`src/rtl/sr_seq_pkg.sv`:
```
// Shared definitions for the SR command sequencer:
// command op codes and FSM state encoding.
package sr_seq_pkg;

    localparam logic [1:0] OP_NOP    = 2'b00;
    localparam logic [1:0] OP_RESET  = 2'b01;
    localparam logic [1:0] OP_SET    = 2'b10;
    localparam logic [1:0] OP_TOGGLE = 2'b11;

    typedef enum logic [1:0] {
        ST_IDLE  = 2'd0,
        ST_DRIVE = 2'd1,
        ST_CHECK = 2'd2,
        ST_GAP   = 2'd3
    } state_t;

endpackage

```
`src/rtl/sr_cmd_fifo.sv`:
```
// Synchronous command FIFO with extra-MSB pointers;
// full/empty come from the wrap-bit compare.
module sr_cmd_fifo #(
    parameter int DEPTH = 4,
    parameter int W     = 2
) (
    input  logic         clk,
    input  logic         rst,
    input  logic         push_i,
    input  logic [W-1:0] din_i,
    input  logic         pop_i,
    output logic [W-1:0] dout_o,
    output logic         full_o,
    output logic         empty_o
);

    localparam int AW = $clog2(DEPTH);
    localparam logic [AW:0] PTR_ONE = {{AW{1'b0}}, 1'b1};

    logic [W-1:0] mem_q [DEPTH];
    logic [AW:0]  wp_q, wp_d;
    logic [AW:0]  rp_q, rp_d;
    logic         do_push;
    logic         do_pop;

    assign full_o  = (wp_q[AW] != rp_q[AW]) &&
                     (wp_q[AW-1:0] == rp_q[AW-1:0]);
    assign empty_o = (wp_q == rp_q);
    assign do_push = push_i && !full_o;
    assign do_pop  = pop_i && !empty_o;
    assign dout_o  = mem_q[rp_q[AW-1:0]];

    // Next pointer values; pointers wrap naturally.
    always_comb begin
        wp_d = wp_q;
        rp_d = rp_q;
        if (do_push) wp_d = wp_q + PTR_ONE;
        if (do_pop)  rp_d = rp_q + PTR_ONE;
    end

    // Pointer registers; reset flushes the FIFO.
    always_ff @(posedge clk) begin
        if (rst) begin
            wp_q <= '0;
            rp_q <= '0;
        end else begin
            wp_q <= wp_d;
            rp_q <= rp_d;
        end
    end

    // Storage write; contents need no reset.
    always_ff @(posedge clk) begin
        if (do_push) mem_q[wp_q[AW-1:0]] <= din_i;
    end

endmodule

```
`src/rtl/sr_cmd_sequencer.sv`:
```
// Turns queued set/reset/toggle commands into exclusive
// s/r pulses for an sr_ff and checks its q afterwards.
module sr_cmd_sequencer
    import sr_seq_pkg::*;
#(
    parameter int DEPTH     = 4,
    parameter int PULSE_CYC = 1,
    parameter int GAP_CYC   = 2
) (
    input  logic       clk,
    input  logic       rst,
    input  logic       cmd_valid,
    input  logic [1:0] cmd_op,
    output logic       cmd_ready,
    input  logic       q_fb,
    output logic       s,
    output logic       r,
    output logic       busy,
    output logic       done,
    output logic       err
);

    localparam int CNT_MAX = (PULSE_CYC > GAP_CYC) ? PULSE_CYC : GAP_CYC;
    localparam int CW      = (CNT_MAX > 1) ? $clog2(CNT_MAX) : 1;

    state_t        state_q;
    logic [CW-1:0] cnt_q;
    logic          s_q, r_q;
    logic          done_q, err_q, exp_q;

    logic          full, empty;
    logic [1:0]    head_op;
    logic          gap_last, chk_last, pop;
    logic          drv_set, drv_rst, is_nop;

    sr_cmd_fifo #(
        .DEPTH (DEPTH),
        .W     (2)
    ) u_fifo (
        .clk     (clk),
        .rst     (rst),
        .push_i  (cmd_valid),
        .din_i   (cmd_op),
        .pop_i   (pop),
        .dout_o  (head_op),
        .full_o  (full),
        .empty_o (empty)
    );

    // A new command may be taken from IDLE, or from the final
    // quiet cycle so back-to-back commands lose no extra cycle.
    always_comb begin
        gap_last = (state_q == ST_GAP) && (cnt_q == '0);
        chk_last = (state_q == ST_CHECK) && (GAP_CYC == 0);
        pop      = !empty &&
                   ((state_q == ST_IDLE) || gap_last || chk_last);
        is_nop   = (head_op == OP_NOP);
        drv_set  = (head_op == OP_SET) ||
                   ((head_op == OP_TOGGLE) && !q_fb);
        drv_rst  = (head_op == OP_RESET) ||
                   ((head_op == OP_TOGGLE) && q_fb);
    end

    // Sequencer FSM with pulse/gap counter and registered outputs.
    always_ff @(posedge clk) begin
        if (rst) begin
            state_q <= ST_IDLE;
            cnt_q   <= '0;
            s_q     <= 1'b0;
            r_q     <= 1'b0;
            done_q  <= 1'b0;
            err_q   <= 1'b0;
            exp_q   <= 1'b0;
        end else begin
            done_q <= 1'b0;
            case (state_q)
                ST_DRIVE: begin
                    if (cnt_q == '0) begin
                        s_q     <= 1'b0;
                        r_q     <= 1'b0;
                        done_q  <= 1'b1;
                        state_q <= ST_CHECK;
                    end else begin
                        cnt_q <= cnt_q - CW'(1);
                    end
                end
                ST_CHECK: begin
                    if (q_fb != exp_q) err_q <= 1'b1;
                    if (GAP_CYC == 0) begin
                        state_q <= ST_IDLE;
                    end else begin
                        state_q <= ST_GAP;
                        cnt_q   <= CW'(GAP_CYC - 1);
                    end
                end
                ST_GAP: begin
                    if (cnt_q == '0) state_q <= ST_IDLE;
                    else             cnt_q   <= cnt_q - CW'(1);
                end
                default: ;
            endcase
            if (pop && !is_nop) begin
                state_q <= ST_DRIVE;
                cnt_q   <= CW'(PULSE_CYC - 1);
                s_q     <= drv_set;
                r_q     <= drv_rst;
                exp_q   <= drv_set;
            end
        end
    end

    assign s         = s_q;
    assign r         = r_q;
    assign done      = done_q;
    assign err       = err_q;
    assign cmd_ready = !full;
    assign busy      = (state_q != ST_IDLE) || !empty;

endmodule
```
`config.mk`:
```
export PLATFORM = sky130hd
export DESIGN_NAME = sr_cmd_sequencer
export DESIGN_NICKNAME = d
export VERILOG_FILES = /design/src/rtl/sr_seq_pkg.sv /design/src/rtl/sr_cmd_fifo.sv /design/src/rtl/sr_cmd_sequencer.sv
export SDC_FILE = /design/constraint.sdc
export NUM_CORES = 1
export LEC_CHECK = 0
export ABC_AREA = 1
export CAP_MARGIN = 20
export CORE_AREA = 2 2 75 49
export DETAILED_ROUTE_END_ITERATION = 10
export DIE_AREA = 0 0 77 51
export HOLD_SLACK_MARGIN = 0.08
export PLACE_DENSITY_LB_ADDON = 0.05
export SKIP_CTS_REPAIR_TIMING = 1
export SLEW_MARGIN = 20
export SYNTH_ARGS = -nofsm -noshare
export SYNTH_HDL_FRONTEND = slang
export SYNTH_SLANG_ARGS = --single-unit
```
`constraint.sdc`:
```
create_clock -name clk -period 3.2 [get_ports clk]
set_input_delay 0.64 -clock clk [delete_from_list [all_inputs] [get_ports clk]]
set_output_delay 0.64 -clock clk [all_outputs]
set_load 0.01 [all_outputs]
```
Word level (Yosys, flattened, before mapping)
Memory sizes are Yosys's and may differ from the RTL's. A register that Yosys moved wholly into a read port is not among the register bits.
Index checks and enable logic that the tools add are counted.

storage, ports and cells
  bits in registers = 14
  bits in latches = 0
  bits in writable memories = 8
  ROM bits = 0
  input bits = 6
  output and inout bits = 6
  memories = 1

memory list
  memory        depth  width  rd ports  clocked after Yosys merged registers in  write ports  RTL line           source
  u_fifo.mem_q  4      2      1         1                                        1            sr_cmd_fifo.sv:20  logic [W-1:0] mem_q [DEPTH];

operators by class
  add/sub/neg operators = 3
  multiply operators = 0
  div/mod/pow operators = 0
  magnitude comparators = 0
  equality and inequality tests = 15
  shift-type cells = 0
  mux-type cells = 15
  bitwise operators = 2
  reduce and logical (&&, ||, !) cells = 30

operators with widths
  kind                 number
  $mux 1               9
  $eq 2x2->1 const B   4
  $logic_and 1x1->1    8
  $mux 2               4
  $add 3x1->3 const B  2
  $pmux 2 s3           1
  $reduce_and 3->1     2
  $reduce_bool 2->1    3
  $reduce_or 2->1      3
  $eq 2x1->1 const B   2
  $logic_not 1->1      4
  $logic_not 2->1      2
  $logic_or 1x1->1     4
  $ne 2x2->1 const B   2
  $reduce_and 2->1     2
  $reduce_bool 4->1    1
  $eq 3x3->1           1
  $ne 3x2->1 const B   1
  $ne 3x3->1 const B   1
  $reduce_bool 3->1    1
  $eq 2x2->1           1
  $ne 1x1->1           2
  $ne 2x1->1 const B   1
  $not 1->1            2
  other kinds (2)      2

Longest topological paths before layout
  depth in word-level cells = 7
  depth in mapped cells = 9

Modules after synthesis
From an unflattened synthesis, not the netlist that was laid out.

unflattened totals
  cells, all modules = 153
  area, all modules = 1267.5 um^2

by module, submodules not included
  module            instances  cells each  area an instance (um^2)  seq. area each (um^2)
  sr_cmd_fifo       1          96          824.5                    400.4
  sr_cmd_sequencer  1          57          442.9                    160.2

Least setup slack after synthesis
No wires, ideal clock.

  kind = register to output
  start point = reg state_q[0]
  end point = out busy
  data arrival time = 0.777 ns
  setup slack = 1.783 ns
  stages on the path, launching flop included = 4
  cells stage by stage = dfxtp_1 > inv_1 > ha_1 > nand4_1

between the ends
  cells in the longest elaborated chain, start to end = 2

RTL lines
  element                   RTL line                 source
  start: declaration        sr_cmd_sequencer.sv:26   state_t state_q;
  start signal: assignment  sr_cmd_sequencer.sv:67   state_q <= ST_IDLE;
  start signal: assignment  sr_cmd_sequencer.sv:82   state_q <= ST_CHECK;
  start signal: assignment  sr_cmd_sequencer.sv:90   state_q <= ST_IDLE;
  $reduce_bool 2->1         sr_cmd_sequencer.sv:117  assign busy = (state_q != ST_IDLE) || !empty;
  $logic_or 1x1->1          sr_cmd_sequencer.sv:117
  end: declaration          sr_cmd_sequencer.sv:18   output logic busy,

Every way passes these cells.

Worst setup path in the final report
Ends and elaborated chain as after synthesis.

==> flow_metrics.env <==
export IMPL_postSynth_asyncResetShare=0
export IMPL_initial_utilization=0.369
export IMPL_max_cap_viol_count=0
export IMPL_syn_cell_area_um2=1240
export IMPL_grt_start_max_net_pins=15
export IMPL_fp_dieArea_um2=3930
export IMPL_clk_transition_reported_paths_ps=90
export IMPL_power_static_leakage_nw=0.638
export IMPL_std_cell_rows=17
export IMPL_drtAntennaViolNets=0
export IMPL_m1WireLength_um=1270
export IMPL_number_of_synthesized_flops_with_an_enable_pin=8
export IMPL_finalNetCount=173
export IMPL_antenna_violations_before_repair=0
export IMPL_remaining_drc_errors=0
export IMPL_worstPathArrival_ps=1640
export IMPL_fmaxAchievable_mhz=439
export IMPL_routed_wire_length_per_instance_um=10.9
export IMPL_timing_slew_headroom=0.772
export IMPL_placeableCoreArea_um2=3360
export IMPL_drt_pass1_iter_count=4
export IMPL_grtUsageTotal=0.128
export IMPL_weighted_congestion_at_the_end_of_routability_driven_global_placement=0.722
export IMPL_clock_latency_ps=270
export IMPL_critical_path_reg2reg_startpoint="state_q[1]"
export IMPL_start_to_end_type_of_the_worst_setup_path="reg -> out"
export IMPL_crit_path_start="state_q[0]"
export IMPL_cts_buffer_depth=2
export IMPL_synthesis_area_per_instance_um2=8.67
export IMPL_final_common_cell="sky130_fd_sc_hd__nand2_1"
export IMPL_ir_worst_vdd_mv=0.395
export IMPL_setup_viol=0
export IMPL_drt_wl_total_um=2220
export IMPL_crit_path_end_kind="primary output"
export IMPL_power_per_cell_area_nw_per_um2=875
export IMPL_drt_iter0_markers=46
export IMPL_grt_overflow_total=0
export IMPL_period_minus_slack_ps=2280
export IMPL_synthesis_instances=143
export IMPL_part_of_the_yosys_area_used_for_sequential_elements=0.452
export IMPL_synth_cell_type_count=25
export IMPL_power_mw=1.29
export IMPL_worst_slew_pin_slew_ps=340
export IMPL_fill_cells=339
export IMPL_layout_cells_most_common_list="sky130_fd_sc_hd__nand2_1 (25), sky130_fd_sc_hd__inv_1 (17), sky130_fd_sc_hd__nor2_1 (17), sky130_fd_sc_hd__dfxtp_1 (16), sky130_fd_sc_hd__clkdlybuf4s50_1 (11)"
export IMPL_worst_endpoint_required_ps=2560
export IMPL_cts_tree="yes"
export IMPL_wl_met3_um=121
export IMPL_wire_length_of_the_first_global_routing_pass_um=3880
export IMPL_hold_violations=0
export IMPL_cts_root_buffer="sky130_fd_sc_hd__clkbuf_8"
export IMPL_io_buffers=11
export IMPL_areaGrowthSynthToFinish_pct=19.1
export IMPL_worst_setup_path_start_kind="flop"
export IMPL_timing_final_crit_share=0.712
export IMPL_first_global_vias=826
export IMPL_syn_num_nets=158
export IMPL_ratio_of_cells_with_drive_above_1_in_the_final_layout=0.166
export IMPL_detail_route_vias_per_cell=4.35
export IMPL_num_antenna_cells=0
export IMPL_synth_warnings=0
export IMPL_fin_worst_hold_slack_ps=482
export IMPL_synth_ff_latch_count=24
export IMPL_numClockSinks=24
export IMPL_timing_max_transition_violations_final=0
export IMPL_ctsHtreeMaxLevel=1
export IMPL_boundaryPins=12
export IMPL_synth_ff_type="sky130_fd_sc_hd__dfxtp_1"
export IMPL_top_layer_used="met4"
export IMPL_utilization=0.439
export IMPL_timing_clock_skew_ps=1.19
export IMPL_met2RoutedLength_um=823
export IMPL_hold_start="exp_q"
export IMPL_hpwl_um=1780
export IMPL_die_width_um=77
export IMPL_chipHeight_um=51
export IMPL_crit_path_max_fanout=5
export IMPL_outcome="finished, final reports clean"
export IMPL_hold_path_class="reg -> reg"
export IMPL_final_setup_tns_ps=0
export IMPL_vias=887
export IMPL_grt_setup_unrepaired="false"
export IMPL_cts_buffers=3
-- Yosys cell counts, types with 3 or more instances --
cell type                  instances  area [um2]
sky130_fd_sc_hd__xor2_1            3        26.3
sky130_fd_sc_hd__o21ai_0           7        35.0
sky130_fd_sc_hd__inv_2             4        15.0
sky130_fd_sc_hd__nor2_1           17        63.8
sky130_fd_sc_hd__ha_1              9         113
sky130_fd_sc_hd__a21oi_1           4        20.0
sky130_fd_sc_hd__nand3_1           7        35.0
sky130_fd_sc_hd__nand2_1          25        93.8
sky130_fd_sc_hd__nand2_4           3        33.8
sky130_fd_sc_hd__dfxtp_1          16         320
sky130_fd_sc_hd__inv_1            17        63.8
sky130_fd_sc_hd__nand2_2           6        37.5
sky130_fd_sc_hd__edfxtp_1          8         240
-- metrics by stage --
| stage | area (um2) | setup WS [ps] | std cells |
|---|---|---|---|
| 3_5_place_dp | 1410 | 1210 | 200 |
| 6_report | 1480 | 923 | 204 |
| 5_1_grt | 1480 | 786 | 204 |
| 4_1_cts | 1480 | 907 | 204 |
| 2_1_floorplan | 1240 | 1780 | 143 |
| 3_3_place_gp | 1410 | 1230 | 200 |
-- sequential cells by signal (all words and copies together) (netlist names), named ones only --
name and flops:
r 1, state_q 2, done 1, s 1, cnt_q 1, err 1, u_fifo.mem_q 8, exp_q 1
u_fifo.rp_q 3, u_fifo.wp_q 3
-- per-layer routing --
layer,vias up,track usage
li1,479,-
met1,390,0.198
met2,16,0.173
met3,2,0.0459
met4,0,0.0179
met5,-,0
-- cells by family (layout without fill, tap and decap cells) --
family | after synthesis | after routing | share of synthesized area
AO/OA/AOI/OAI | 17 | 17 | 0.0787
XOR/XNOR | 3 | 3 | 0.0212
adder cells (fa/ha/maj) | 9 | 9 | 0.0908
buffers and inverters | 23 | 37 | 0.0737
flip-flops | 24 | 24 | 0.452
AND/OR/NAND/NOR | 67 | 67 | 0.284
-- power by group --
| group | internal (mW) | leakage, nW | switching (mW) |
|---|---|---|---|
| clock network | 0.167 | 0.0357 | 0.100 |
| registers | 0.391 | 0.205 | 0.0583 |
| logic | 0.224 | 0.397 | 0.352 |
-- path summary, 6_finish.rpt --
kind / endpoint / slack, ps / depth (start not counted)
max: busy / 920 / 4
min: exp_q / 480 / 2
max reg2reg: state_q[0] / 1830 / 6
min reg2reg: exp_q / 480 / 2
-- critical path, stage by stage (launching register included) --
cell	delay, ps
sky130_fd_sc_hd__dfxtp_1	370
sky130_fd_sc_hd__inv_1	100
sky130_fd_sc_hd__ha_1	250
sky130_fd_sc_hd__nand4_1	100
sky130_fd_sc_hd__clkdlybuf4s50_1	540
-- layout make-up --
type | instances | area [um2] | share of cell area
Multi-Input combinational cell | 96 | 588 | 0.398
Sequential cell | 24 | 561 | 0.380
Timing Repair Buffer | 11 | 110 | 0.0746
Inverter | 22 | 87.6 | 0.0593
Tap cell | 47 | 58.8 | 0.0398
Clock buffer | 3 | 41.3 | 0.0280
Clock inverter | 1 | 30.0 | 0.0203
No activity file was read; power rests on OpenSTA's default activity.
